===== src/rtl/ucomb_pkg.sv =====
// Shared types and widths for the universal-gate self-test sequencer.
package ucomb_pkg;
  localparam int FUNC_W = 16;
  localparam int SEL_W  = 2;
  localparam int PIN_W  = 4;
  localparam logic [15:0] ERR_MAX = 16'hFFFF;

  typedef enum logic [1:0] {
    IDLE  = 2'd0,
    WAIT  = 2'd1,
    CHECK = 2'd2,
    DONE  = 2'd3
  } ucomb_state_e;
endpackage


===== src/rtl/ucomb_sweep_ctr.sv =====
// Nested sweep counter: vec is the inner digit, func the outer one.
// func_last is captured on load so the host may change it mid-sweep.
module ucomb_sweep_ctr
  import ucomb_pkg::*;
#(
  parameter int VEC_W = 4
) (
  input  logic              clk,
  input  logic              rst_n,
  input  logic              load,
  input  logic              step,
  input  logic [FUNC_W-1:0] func_first,
  input  logic [FUNC_W-1:0] func_last,
  output logic [VEC_W-1:0]  vec,
  output logic [FUNC_W-1:0] func,
  output logic              last
);
  logic [FUNC_W-1:0] func_last_q;

  always_ff @(posedge clk or negedge rst_n) begin
    if (!rst_n) begin
      vec         <= '0;
      func        <= '0;
      func_last_q <= '0;
    end else if (load) begin
      vec         <= '0;
      func        <= func_first;
      func_last_q <= func_last;
    end else if (step) begin
      // The caller never steps on the final point, so func cannot wrap past 16'hFFFF.
      if (&vec) begin
        vec  <= '0;
        func <= func + FUNC_W'(1);
      end else begin
        vec <= vec + VEC_W'(1);
      end
    end
  end

  assign last = (&vec) && (func == func_last_q);
endmodule


===== src/rtl/ucomb_sweep.sv =====
// Self-test sequencer: sweeps func/vec over the gate datapath and compares
// the datapath output against the reference model after each settle period.
module ucomb_sweep
  import ucomb_pkg::*;
#(
  parameter int VEC_W  = 4,
  parameter int CMP_W  = 6,
  parameter int SETTLE = 1
) (
  input  logic              clk,
  input  logic              rst_n,
  input  logic              start,
  input  logic              abort,
  input  logic [SEL_W-1:0]  sel_in,
  input  logic [PIN_W-1:0]  pin_in,
  input  logic [FUNC_W-1:0] func_first,
  input  logic [FUNC_W-1:0] func_last,
  input  logic [CMP_W-1:0]  cmp_mask,
  input  logic [CMP_W-1:0]  dut_out,
  input  logic [CMP_W-1:0]  ref_out,
  output logic [SEL_W-1:0]  cfg_sel,
  output logic [PIN_W-1:0]  cfg_pin,
  output logic [FUNC_W-1:0] cfg_func,
  output logic [VEC_W-1:0]  vec,
  output logic              busy,
  output logic              done,
  output logic              pass,
  output logic [15:0]       err_count,
  output logic [FUNC_W-1:0] fail_func,
  output logic [VEC_W-1:0]  fail_vec
);
  localparam int WAIT_W = (SETTLE > 1) ? $clog2(SETTLE) : 1;
  localparam logic [WAIT_W-1:0] WAIT_INIT = WAIT_W'(SETTLE - 1);

  ucomb_state_e      state, state_nxt;
  logic [WAIT_W-1:0] wait_cnt;
  logic              start_ok, empty_range, mismatch, last, ctr_step, check_go;
  logic [15:0]       err_next;

  // Host protocol: start is a request taken only in IDLE (abort has priority);
  // done is a one-cycle completion pulse and results stay valid until the next accepted start.
  assign start_ok    = (state == IDLE) && start && !abort;
  assign empty_range = func_first > func_last;
  assign check_go    = (state == CHECK) && !abort;
  assign ctr_step    = check_go && !last;
  assign mismatch    = |((dut_out ^ ref_out) & cmp_mask);
  assign err_next    = (mismatch && (err_count != ERR_MAX)) ? err_count + 16'd1 : err_count;

  ucomb_sweep_ctr #(.VEC_W(VEC_W)) u_ctr (
    .clk        (clk),
    .rst_n      (rst_n),
    .load       (start_ok),
    .step       (ctr_step),
    .func_first (func_first),
    .func_last  (func_last),
    .vec        (vec),
    .func       (cfg_func),
    .last       (last)
  );

  always_ff @(posedge clk or negedge rst_n) begin
    if (!rst_n) state <= IDLE;
    else        state <= state_nxt;
  end

  always_comb begin
    state_nxt = state;
    case (state)
      IDLE:  if (start_ok) state_nxt = empty_range ? DONE : WAIT;
      WAIT:  if (abort) state_nxt = IDLE;
             else if (wait_cnt == '0) state_nxt = CHECK;
      CHECK: if (abort) state_nxt = IDLE;
             else state_nxt = last ? DONE : WAIT;
      DONE:  state_nxt = IDLE;
      default: state_nxt = IDLE;
    endcase
  end

  always_comb begin
    busy = (state == WAIT) || (state == CHECK);
    done = (state == DONE);
  end

  always_ff @(posedge clk or negedge rst_n) begin
    if (!rst_n) begin
      wait_cnt <= '0;
    end else if (start_ok || ctr_step) begin
      wait_cnt <= WAIT_INIT;
    end else if ((state == WAIT) && (wait_cnt != '0)) begin
      wait_cnt <= wait_cnt - WAIT_W'(1);
    end
  end

  // An abort landing on a CHECK cycle discards that sample entirely.
  always_ff @(posedge clk or negedge rst_n) begin
    if (!rst_n) begin
      cfg_sel   <= '0;
      cfg_pin   <= '0;
      pass      <= 1'b0;
      err_count <= '0;
      fail_func <= '0;
      fail_vec  <= '0;
    end else if (start_ok) begin
      cfg_sel   <= sel_in;
      cfg_pin   <= pin_in;
      pass      <= empty_range;
      err_count <= '0;
      fail_func <= '0;
      fail_vec  <= '0;
    end else if (check_go) begin
      err_count <= err_next;
      if (mismatch && (err_count == '0)) begin
        fail_func <= cfg_func;
        fail_vec  <= vec;
      end
      if (last) pass <= (err_next == '0);
    end else if (abort && (state != IDLE)) begin
      pass <= 1'b0;
    end
  end
endmodule


===== config.mk =====
export PLATFORM = sky130hd
export DESIGN_NAME = ucomb_sweep
export DESIGN_NICKNAME = d
export VERILOG_FILES = /design/src/rtl/ucomb_pkg.sv /design/src/rtl/ucomb_sweep_ctr.sv /design/src/rtl/ucomb_sweep.sv
export SDC_FILE = /design/constraint.sdc
export NUM_CORES = 1
export LEC_CHECK = 0
export CELL_PAD_IN_SITES_DETAIL_PLACEMENT = 1
export CELL_PAD_IN_SITES_GLOBAL_PLACEMENT = 2
export CORE_AREA = 2 2 127 129
export CTS_CLUSTER_SIZE = 40
export DETAILED_ROUTE_END_ITERATION = 12
export DIE_AREA = 0 0 129 131
export PLACE_DENSITY = 0.9
export SLEW_MARGIN = 30
export SYNTH_ARGS = -nofsm -noshare
export SYNTH_HDL_FRONTEND = slang
export SYNTH_HIERARCHICAL = 1
export SYNTH_SLANG_ARGS = --single-unit

===== constraint.sdc =====
create_clock -name clk -period 7.9 [get_ports clk]
set_input_delay 1.58 -clock clk [delete_from_list [all_inputs] [get_ports clk]]
set_output_delay 1.58 -clock clk [all_outputs]
set_load 0.02 [all_outputs]

==> flow_summary.ini, run 1 <==
[synth]
synth_edf_count = 0
synthMostInstantiatedCell = dfrtp_1
synth.top_cell.area_share_pct = 40.94
synth_cell_types = 57
synth_top_flop_cell = dfrtp_1
syn_area_mm2 = 0.005012
yosys-top-cells-count = 82 x dfrtp_1, 47 x nor2_1, 41 x nand2_1
synth.area.top_cells = dfrtp_1 41%, ha_1 6.0%, mux2i_1 5.6%
synth_seq_area_share_pct = 40.94
syn_inst = 525
syn_nets = 609
avgSynthCellArea_um2 = 9.547
synth-seq-cells = 82
synth.largest_area_cell = dfrtp_1
yosysWarnings = 6
async_flop_share_pct = 100.0

[placement]
dp_hpwl_um = 11030
portBuffers = 124
postPlaceCellArea_mm2 = 0.006371
place_congestion = 0.8180

[critical_path]
crit_type = in2reg
reg2reg_slack_ns = 4.54
crit_fanout = 10
end_kind = flip-flop
startpoint = abort
required_ns = 8.16
crit_arrival_ns = 4.39
setup.worst_path.start_class = input pin
r2r-start = u_ctr/vec[1]$_DFFE_PN0P_

[drt]
vias_per_cell = 5.184
drtPass1Iterations = 4
wl_per_cell_um = 17.32
vias = 4401
drc_errors = 0
wl_um = 14710
drt_iter0_drc = 189
drtAntennaViolNets = 0

[die]
rows = 46
io_pins = 125
core_mm2 = 0.01560
die_area_mm2 = 0.01690
die_h_um = 131
dieWidth_um = 129
start_util_pct = 32.14

[cells_and_area]
antennaDiodeCount = 0
design_area_mm2 = 0.006700
drive_above_1_share_pct = 8.689
area_delta_synth_final_pct = 33.67
nets = 712

[pwr]
swShare_pct = 37.56
leakagePower_nw = 2.994
seqPwrFrac_pct = 36.9
ir_drop_v = 0.0001059
switching_power_mw = 0.7461
power_frac_comb_pct = 39.8
p_clk_share_pct = 23.3
cellPowerDensity_mw_per_mm2 = 296.5
p_int_mw = 1.241

[hold_path]
min_path_type = reg2reg
worstHoldStart = cfg_pin[1]$_DFFE_PN0P_

[clocking]
cts_tree = yes
cts_root_buf = clkbuf_16
cts_hold_buf = 0
cts-resized-gates = 0
clock_path_buffers = 2
htreeDepth = 3
cts_made_buffers = 9
cts_setup_buffers = 0
clk_pin_slew_ns = 0.06
clock-sinks = 82
clk_latency_ns = 0.34

[sta]
min_period_ns = 4.135
timing.fmax_ghz = 0.2418
rsz0062_at_grt = false
max_slew_margin_pct = 32.03
skew_ns = 0.009042
min_period_over_period_pct = 52.34
setup_viol = 0
hold_viol = 0
worst_pin_slew_ns = 1.020
slew_violations = 0
setup_tns_ns = 0

[global_routing]
first_global_vias = 4607
grt_usage_pct = 17.92
antenna_found_initial = 0
grt_max_degree = 83
grt_pass1_wl_um = 23690
grt-ovfl-total = 0

[run]
drv_cap = 0

[run_status]
status = finished, final reports clean
-- through the flow --
stage	total power, mW	worst slack, ns	instances	utilization, %	hold slack (ns)
final	1.987	3.765	849	42.96	0.5059
after global routing	2.106	3.638	849	42.96	0.5315
after CTS	2.010	3.805	849	42.96	0.5095
after detailed placement	1.535	3.476	833	40.85	0.4966
after global placement	1.506	3.558	833	40.82	0.4929
after floorplan	1.160	4.319	525	-	0.5008
-- worst paths after layout --
kind	endpoint	depth (start not counted)
worst min-delay path	cfg_pin[1]$_DFFE_PN0P_	1
worst max-delay path	u_ctr/func[15]$_DFFE_PN0P_	7
min in group asynchronous	fail_vec[2]$_DFFE_PN0P_	1
worst min register to register	cfg_pin[1]$_DFFE_PN0P_	1
max in group asynchronous	err_count[13]$_DFFE_PN0P_	1
worst max register to register	u_ctr/func[5]$_DFFE_PN0P_	10
-- final cells by class --
class	instances	area [um2]
Sequential cell	82	2052
Fill cell	1765	8897
Inverter	28	105.1
Timing Repair Buffer	125	1250
Clock inverter	6	90.09
Clock buffer	10	239.0
Multi-Input combinational cell	382	2694
Tap cell	216	270.3
-- power groups by stage --
stage	clock network, mW	registers [mW]	logic (mW)
after floorplan	0	0.798	0.362
after global placement	0	0.733	0.773
after detailed placement	0	0.741	0.794
after CTS	0.476	0.734	0.800
after global routing	0.495	0.760	0.851
final	0.463	0.733	0.792
-- critical path, cell delays in order --
cell             delay [ns]
clkdlybuf4s50_1        0.57
nand2b_1               0.27
nor2_1                 0.51
nand4_4                0.24
or3_1                  0.50
or4_1                  0.51
a31oi_1                0.20
-- cell usage in the layout, fill, tap and decap left out, drive strengths merged, types with 2 or more instances in the layout --
| cell | instances |
|---|---|
| clkdlybuf4s50 | 123 |
| dfrtp | 82 |
| nor2 | 48 |
| nand2 | 42 |
| o21ai | 32 |
| mux2i | 28 |
| inv | 26 |
| mux2 | 25 |
| ha | 24 |
| xor2 | 21 |
| nand3 | 17 |
| nand4 | 15 |
| a21oi | 14 |
| xnor2 | 14 |
| nor4 | 13 |
| o31ai | 11 |
| clkbuf | 10 |
| nor3 | 9 |
| and3 | 8 |
| a31oi | 7 |
| a21o | 7 |
| or3 | 5 |
| or4 | 5 |
| clkinv | 5 |
| nand2b | 4 |
| nor2b | 4 |
| and4 | 4 |
| a22oi | 3 |
| o21a | 3 |
| a221o | 3 |
| or2 | 3 |
| o22ai | 2 |
| o21bai | 2 |
| a22o | 2 |
| bufinv | 2 |
| buf | 2 |
-- routing by layer --
metal  track usage [%]  vias up  wire, um
li1                  -     2070         -
met1             21.98     2207      6655
met2             32.18      113      7250
met3             3.583       11       640
met4             4.859        0       159
met5                 0        -         0
-- registers in the layout, indices dropped and copies added (netlist names) --
| name | count |
|---|---|
| cfg_pin | 4 |
| state | 2 |
| cfg_sel | 2 |
| fail_func | 16 |
| wait_cnt | 1 |
| fail_vec | 4 |
| u_ctr/func | 16 |
| u_ctr/vec | 4 |
| pass | 1 |
| err_count | 16 |
| u_ctr/func_last_q | 16 |
-- cells by family (layout without fill, tap and decap cells) --
logic type      Yosys count  after routing  synth area share [%]
simple gates            180            180                 18.85
mux                      53             53                 11.28
xor+xnor                 35             35                 6.116
buf+inv                  61            169                 5.491
compound gates           90             90                 11.33
flops                    82             82                 40.94
fa+ha+maj                24             24                 5.991
(Power assumes the default switching activity.)
==> inputs of run 2 (changes only) <==
--- a/config.mk
+++ b/config.mk
@@ -7,11 +7,11 @@
 export LEC_CHECK = 0
 export CELL_PAD_IN_SITES_DETAIL_PLACEMENT = 1
 export CELL_PAD_IN_SITES_GLOBAL_PLACEMENT = 2
-export CORE_AREA = 2 2 127 129
+export CORE_AREA = 2 2 133 135
 export CTS_CLUSTER_SIZE = 40
 export DETAILED_ROUTE_END_ITERATION = 12
-export DIE_AREA = 0 0 129 131
-export PLACE_DENSITY = 0.9
+export DIE_AREA = 0 0 135 137
+export PLACE_DENSITY = 0.83
 export SLEW_MARGIN = 30
 export SYNTH_ARGS = -nofsm -noshare
 export SYNTH_HDL_FRONTEND = slang
==> constraint.sdc (replaced) <==
create_clock -name clk -period 4 [get_ports clk]
set_input_delay 0.8 -clock clk [delete_from_list [all_inputs] [get_ports clk]]
set_output_delay 0.8 -clock clk [all_outputs]
set_load 0.02 [all_outputs]
==> run 2 against run 1 <==
Final cell count rose by 1.5%. First-iteration DRC count fell by 2.1%. Critical endpoint is now u_ctr/func[3]$_DFFE_PN0P_. Hold slack got worse by 0.0068 ns. Critical path type is now reg2reg. Global-route usage fell by 1.2 points. Final area rose by 0.11%. Largest power group unchanged. Utilization fell by 3.6 points.
==> flow_summary.ini, run 2 (synthesized netlist as in run 1, its figures left out) <==
[run_status]
status = finished, final reports clean

[critical_path]
crit_fanout = 7
cp_top_family = simple AND/OR/NAND/NOR gates
required_ns = 4.21
cp_cell_sequence = ha_1 > nand3_1 > nor4_1 > nand3_1 > nor4_1 > nor2_1 > buf_4 > and4_2 > nand4_1 > xor2_1 > o21ai_0
crit_buf_inv = 1
crit_arrival_ns = 3.42
worstRegToRegCells = 11
cp_slowest_cell = nor4_1
crit_type = reg2reg
r2r-start = u_ctr/vec[0]$_DFFE_PN0P_
slowest_delay_ns = 0.64
reg2reg_slack_ns = 0.80
setup.worst_path.start_class = flip-flop
r2r_end = u_ctr/func[3]$_DFFE_PN0P_
end_kind = flip-flop

[drt]
top_layer_used = met4
wl_um = 15070
drt-met1-wl_um = 6923
wl_per_cell_um = 17.48
met2_length_um = 7258
drtAntennaViolNets = 0
wl_met3_um = 714
vias_per_cell = 5.028
vias = 4334
drt_iter0_drc = 185
drc_errors = 0
drtPass1Iterations = 6

[pwr]
leakagePower_nw = 2.994
p_total_mw = 3.848
cellPowerDensity_mw_per_mm2 = 573.7
ir_drop_v = 0.0002463

[die]
die_h_um = 137
die_area_mm2 = 0.01850
rows = 48
io_pins = 125
dieWidth_um = 135
start_util_pct = 29.39
core_mm2 = 0.01706

[sta]
hold_viol = 0
setup_tns_ns = 0
setup_viol = 0
slew_violations = 0
timing.fmax_ghz = 0.3123
skew_ns = 0.008529
max_slew_margin_pct = 39.18
rsz0062_at_grt = false
min_period_over_period_pct = 80.06
worst_pin_slew_ns = 0.9124
setup_slack_ns = 0.7974
min_period_ns = 3.203

[clocking]
clk_latency_ns = 0.35
cts_made_buffers = 9
clk_pin_slew_ns = 0.06
cts_setup_buffers = 0
cts_hold_buf = 0
cts_tree = yes
clock-sinks = 82
htreeDepth = 3
clock_path_buffers = 2
cts_root_buf = clkbuf_16
cts-resized-gates = 0

[cells_and_area]
stdcell_count = 862
area_delta_synth_final_pct = 33.82
final_common_cell = clkdlybuf4s50_1
drive_above_1_share_pct = 8.948
antennaDiodeCount = 0
final_cell_mix = 123 x clkdlybuf4s50_1, 82 x dfrtp_1, 46 x nor2_1
nets = 716

[global_routing]
grt-ovfl-total = 0
grt_pass1_wl_um = 24230
grt_usage_pct = 16.77
grt_max_degree = 83
first_global_vias = 4535
antenna_found_initial = 0

[placement]
dp_hpwl_um = 11390
portBuffers = 124
dp_cells = 846
place_congestion = 0.7902
pre_cts_slack_ns = 0.5749

[run]
drv_cap = 0

[hold_path]
min_path_type = in2async
run 2: metrics by stage:
step                util, %  hold WS (ns)  area, um2
finish                39.33        0.4991       6708
global route          39.33        0.5331       6708
CTS                   39.33        0.5210       6708
detailed placement    37.59        0.5009       6411
global placement      37.57        0.4915       6407
floorplan                 -        0.5008       5012
run 2: cell type report:
cell class	count	area (um2)
Fill cell	1938	10350
Multi-Input combinational cell	382	2693
Sequential cell	82	2052
Timing Repair Buffer	129	1280
Tap cell	225	281.5
Clock buffer	10	229.0
Inverter	28	105.1
Clock inverter	6	67.56
run 2: worst max-delay path by stage:
stage	startpoint	end	slack [ns]	depth (start not counted)
3_5_place_dp	abort	u_ctr/func[15]$_DFFE_PN0P_	0.57	7
3_3_place_gp	abort	u_ctr/func[11]$_DFFE_PN0P_	0.66	7
4_1_cts	u_ctr/vec[0]$_DFFE_PN0P_	u_ctr/func[3]$_DFFE_PN0P_	0.80	11
6_report	u_ctr/vec[0]$_DFFE_PN0P_	u_ctr/func[3]$_DFFE_PN0P_	0.80	11
5_1_grt	u_ctr/vec[0]$_DFFE_PN0P_	u_ctr/func[3]$_DFFE_PN0P_	0.55	11
2_1_floorplan	state[1]$_DFFE_PN0P_	u_ctr/func_last_q[0]$_DFFE_PN0P_	1.11	10
run 2: power by group:
group / switching (mW) / total [mW] / internal [mW]
Sequential: 0.337 / 1.44 / 1.11
Clock: 0.352 / 0.836 / 0.485
Combinational: 0.783 / 1.57 / 0.784
run 2: routing by layer:
| metal | vias to the layer above | GRT usage, % |
|---|---|---|
| met4 | 0 | 4.456 |
| met5 | - | 0 |
| met2 | 100 | 28.62 |
| met3 | 16 | 3.667 |
| met1 | 2155 | 21.51 |
| li1 | 2063 | - |
==> inputs of run 3 (changes only) <==
--- a/config.mk
+++ b/config.mk
@@ -7,11 +7,11 @@
 export LEC_CHECK = 0
 export CELL_PAD_IN_SITES_DETAIL_PLACEMENT = 1
 export CELL_PAD_IN_SITES_GLOBAL_PLACEMENT = 2
-export CORE_AREA = 2 2 133 135
+export CORE_AREA = 2 2 140 142
 export CTS_CLUSTER_SIZE = 40
 export DETAILED_ROUTE_END_ITERATION = 12
-export DIE_AREA = 0 0 135 137
-export PLACE_DENSITY = 0.83
+export DIE_AREA = 0 0 142 144
+export PLACE_DENSITY = 0.79
 export SLEW_MARGIN = 30
 export SYNTH_ARGS = -nofsm -noshare
 export SYNTH_HDL_FRONTEND = slang
==> constraint.sdc (replaced) <==
create_clock -name clk -period 2.8 [get_ports clk]
set_input_delay 0.56 -clock clk [delete_from_list [all_inputs] [get_ports clk]]
set_output_delay 0.56 -clock clk [all_outputs]
set_load 0.02 [all_outputs]
==> run 3 against run 2 <==
Register-to-register slack lost 0.67 ns. Sequential share of layout area shrank 2.0 points. Sequential power grew 29%. Non-clock buffer count grew 53. Hold slack lost 0.38 ns. Critical endpoint is now u_ctr/func[11]$_DFFE_PN0P_. Final cell count grew 7.7%. Combinational power grew 73%. Via count grew 4.2%. Die area grew 11%. Setup slack lost 0.67 ns. Total power grew 50%. Largest power group unchanged.
==> flow_summary.ini, run 3 (synthesized netlist as in run 1, its figures left out) <==
[die]
rows = 51
die_area_mm2 = 0.02045
start_util_pct = 26.27
dieWidth_um = 142
core_mm2 = 0.01908
die_h_um = 144
io_pins = 125

[clocking]
clk_latency_ns = 0.35
cts_setup_buffers = 0
cts_tree = yes
clock_path_buffers = 2
cts_root_buf = clkbuf_16
htreeDepth = 3
clock-sinks = 82
cts_made_buffers = 9
clk_pin_slew_ns = 0.08

[critical_path]
reg2reg_slack_ns = 0.12
crit_fanout = 4
end_kind = flip-flop
r2r_end = u_ctr/func[11]$_DFFE_PN0P_
cp_cell_sequence = ha_1 > nand3_1 > nor4_1 > buf_4 > nand3_1 > nor4_1 > buf_4 > nor2_2 > buf_12 > nand4_4 > or3_4 > or4_1 > a31oi_1
crit_buf_inv = 3
required_ns = 3.07
slowest_delay_ns = 0.47
worstRegToRegCells = 13
setup.worst_path.start_class = flip-flop
crit_arrival_ns = 2.95
cp_slowest_cell = or4_1
cp_top_family = simple AND/OR/NAND/NOR gates
crit_type = reg2reg
r2r-start = u_ctr/vec[0]$_DFFE_PN0P_

[cells_and_area]
area_delta_synth_final_pct = 43.38
fin_util_pct = 37.67
antennaDiodeCount = 0
multi_input_area_mm2 = 0.002711
drive_above_1_share_pct = 16.67
regArea_mm2 = 0.002052
final_cell_mix = 123 x clkdlybuf4s50_1, 82 x dfrtp_1, 55 x buf_4
nets = 769
final_common_cell = clkdlybuf4s50_1
fillers = 2154

[drt]
drt_iter0_drc = 139
vias = 4518
drtPass1Iterations = 4
drc_errors = 0
wl_per_cell_um = 17.31
vias_per_cell = 4.869
drtAntennaViolNets = 0
wl_um = 16060

[sta]
min_period_over_period_pct = 95.61
skew_ns = 0.01384
rsz0062_at_grt = false
min_period_ns = 2.677
setup_viol = 0
timing.fmax_ghz = 0.3736
slew_violations = 0
worst_pin_slew_ns = 0.9016
max_slew_margin_pct = 39.89
hold_viol = 0

[global_routing]
grt_usage_pct = 16.25
first_global_vias = 4803
antenna_found_initial = 0
grt_max_degree = 58
grt-ovfl-total = 0
grt_pass1_wl_um = 25770

[hold_path]
min_path_type = in2async

[run]
drv_cap = 0

[placement]
dp_hpwl_um = 12510
portBuffers = 124
place_congestion = 0.8509

[pwr]
leakagePower_nw = 3.288
ir_drop_v = 0.0003188
p_total_mw = 5.773
cellPowerDensity_mw_per_mm2 = 803.2

[run_status]
status = finished, final reports clean
[run 3: cell types whose count changed in the layout (fill, tap and decap cells not counted), moves of 2 or more]
cell	change
buf_4	+50
buf_12	+4
clkinvlp_4	-2
inv_6	+2
inv_8	+2
[run 3: cell type report]
| cell class | instances | share of cell area, % |
|---|---|---|
| repair buffers | 182 | 23.99 |
| clock inverters | 6 | 0.8008 |
| clock buffers | 10 | 3.325 |
| inverters | 28 | 1.462 |
| multi-input cells | 382 | 37.73 |
| flip-flops and latches | 82 | 28.55 |
| well taps | 238 | 4.143 |
[run 3: through the flow]
step	instance area (um2)	hold slack [ns]	instances	worst slack [ns]	setup TNS [ns]
floorplan	5016	0.2644	525	0.06298	0
global placement	6872	0.4929	912	-0.4075	-0.9306
detailed placement	6872	0.5018	912	-0.4358	-1.813
CTS	7173	0.1186	928	0.02289	0
global route	7187	0.1283	928	0.002715	0
finish	7187	0.1212	928	0.1230	0
[run 3: repair_timing]
| action | 4_1_cts | 5_1_grt |
|---|---|---|
| resized for setup | 2 | 4 |
| setup endpoints to repair | 3 | 5 |
| pin swaps | 0 | 1 |
| hold buffers | 0 | 0 |
[run 3: how the worst max path moves through the flow]
stage / slack, ns / cells after the start / startpoint / to
global placement: -0.41 / 12 / func_last[1] / state[1]$_DFFE_PN0P_
global route: 0.003 / 12 / u_ctr/func[1]$_DFFE_PN0P_ / u_ctr/func[3]$_DFFE_PN0P_
floorplan: 0.06 / 12 / u_ctr/vec[0]$_DFFE_PN0P_ / u_ctr/func[15]$_DFFE_PN0P_
detailed placement: -0.44 / 12 / func_last[1] / pass$_DFFE_PN0P_
finish: 0.12 / 13 / u_ctr/vec[0]$_DFFE_PN0P_ / u_ctr/func[11]$_DFFE_PN0P_
CTS: 0.02 / 13 / u_ctr/vec[0]$_DFFE_PN0P_ / u_ctr/func[15]$_DFFE_PN0P_
[run 3: where the power goes]
group,total (mW),switching (mW),internal [mW]
combinational,2.71,1.39,1.32
clock,1.20,0.555,0.648
sequential,1.86,0.279,1.58
total,5.77,2.22,3.55
[run 3: per-layer routing]
metal  wire length, um  track usage [%]  part of all wire, %  vias up
li1                  -                -                    -     2170
met1              7262            20.48                   45     2221
met2              7823            27.94                   49      109
met3               719            3.841                  4.5       18
met4               256            4.421                  1.6        0
met5                 0                0                    0        -
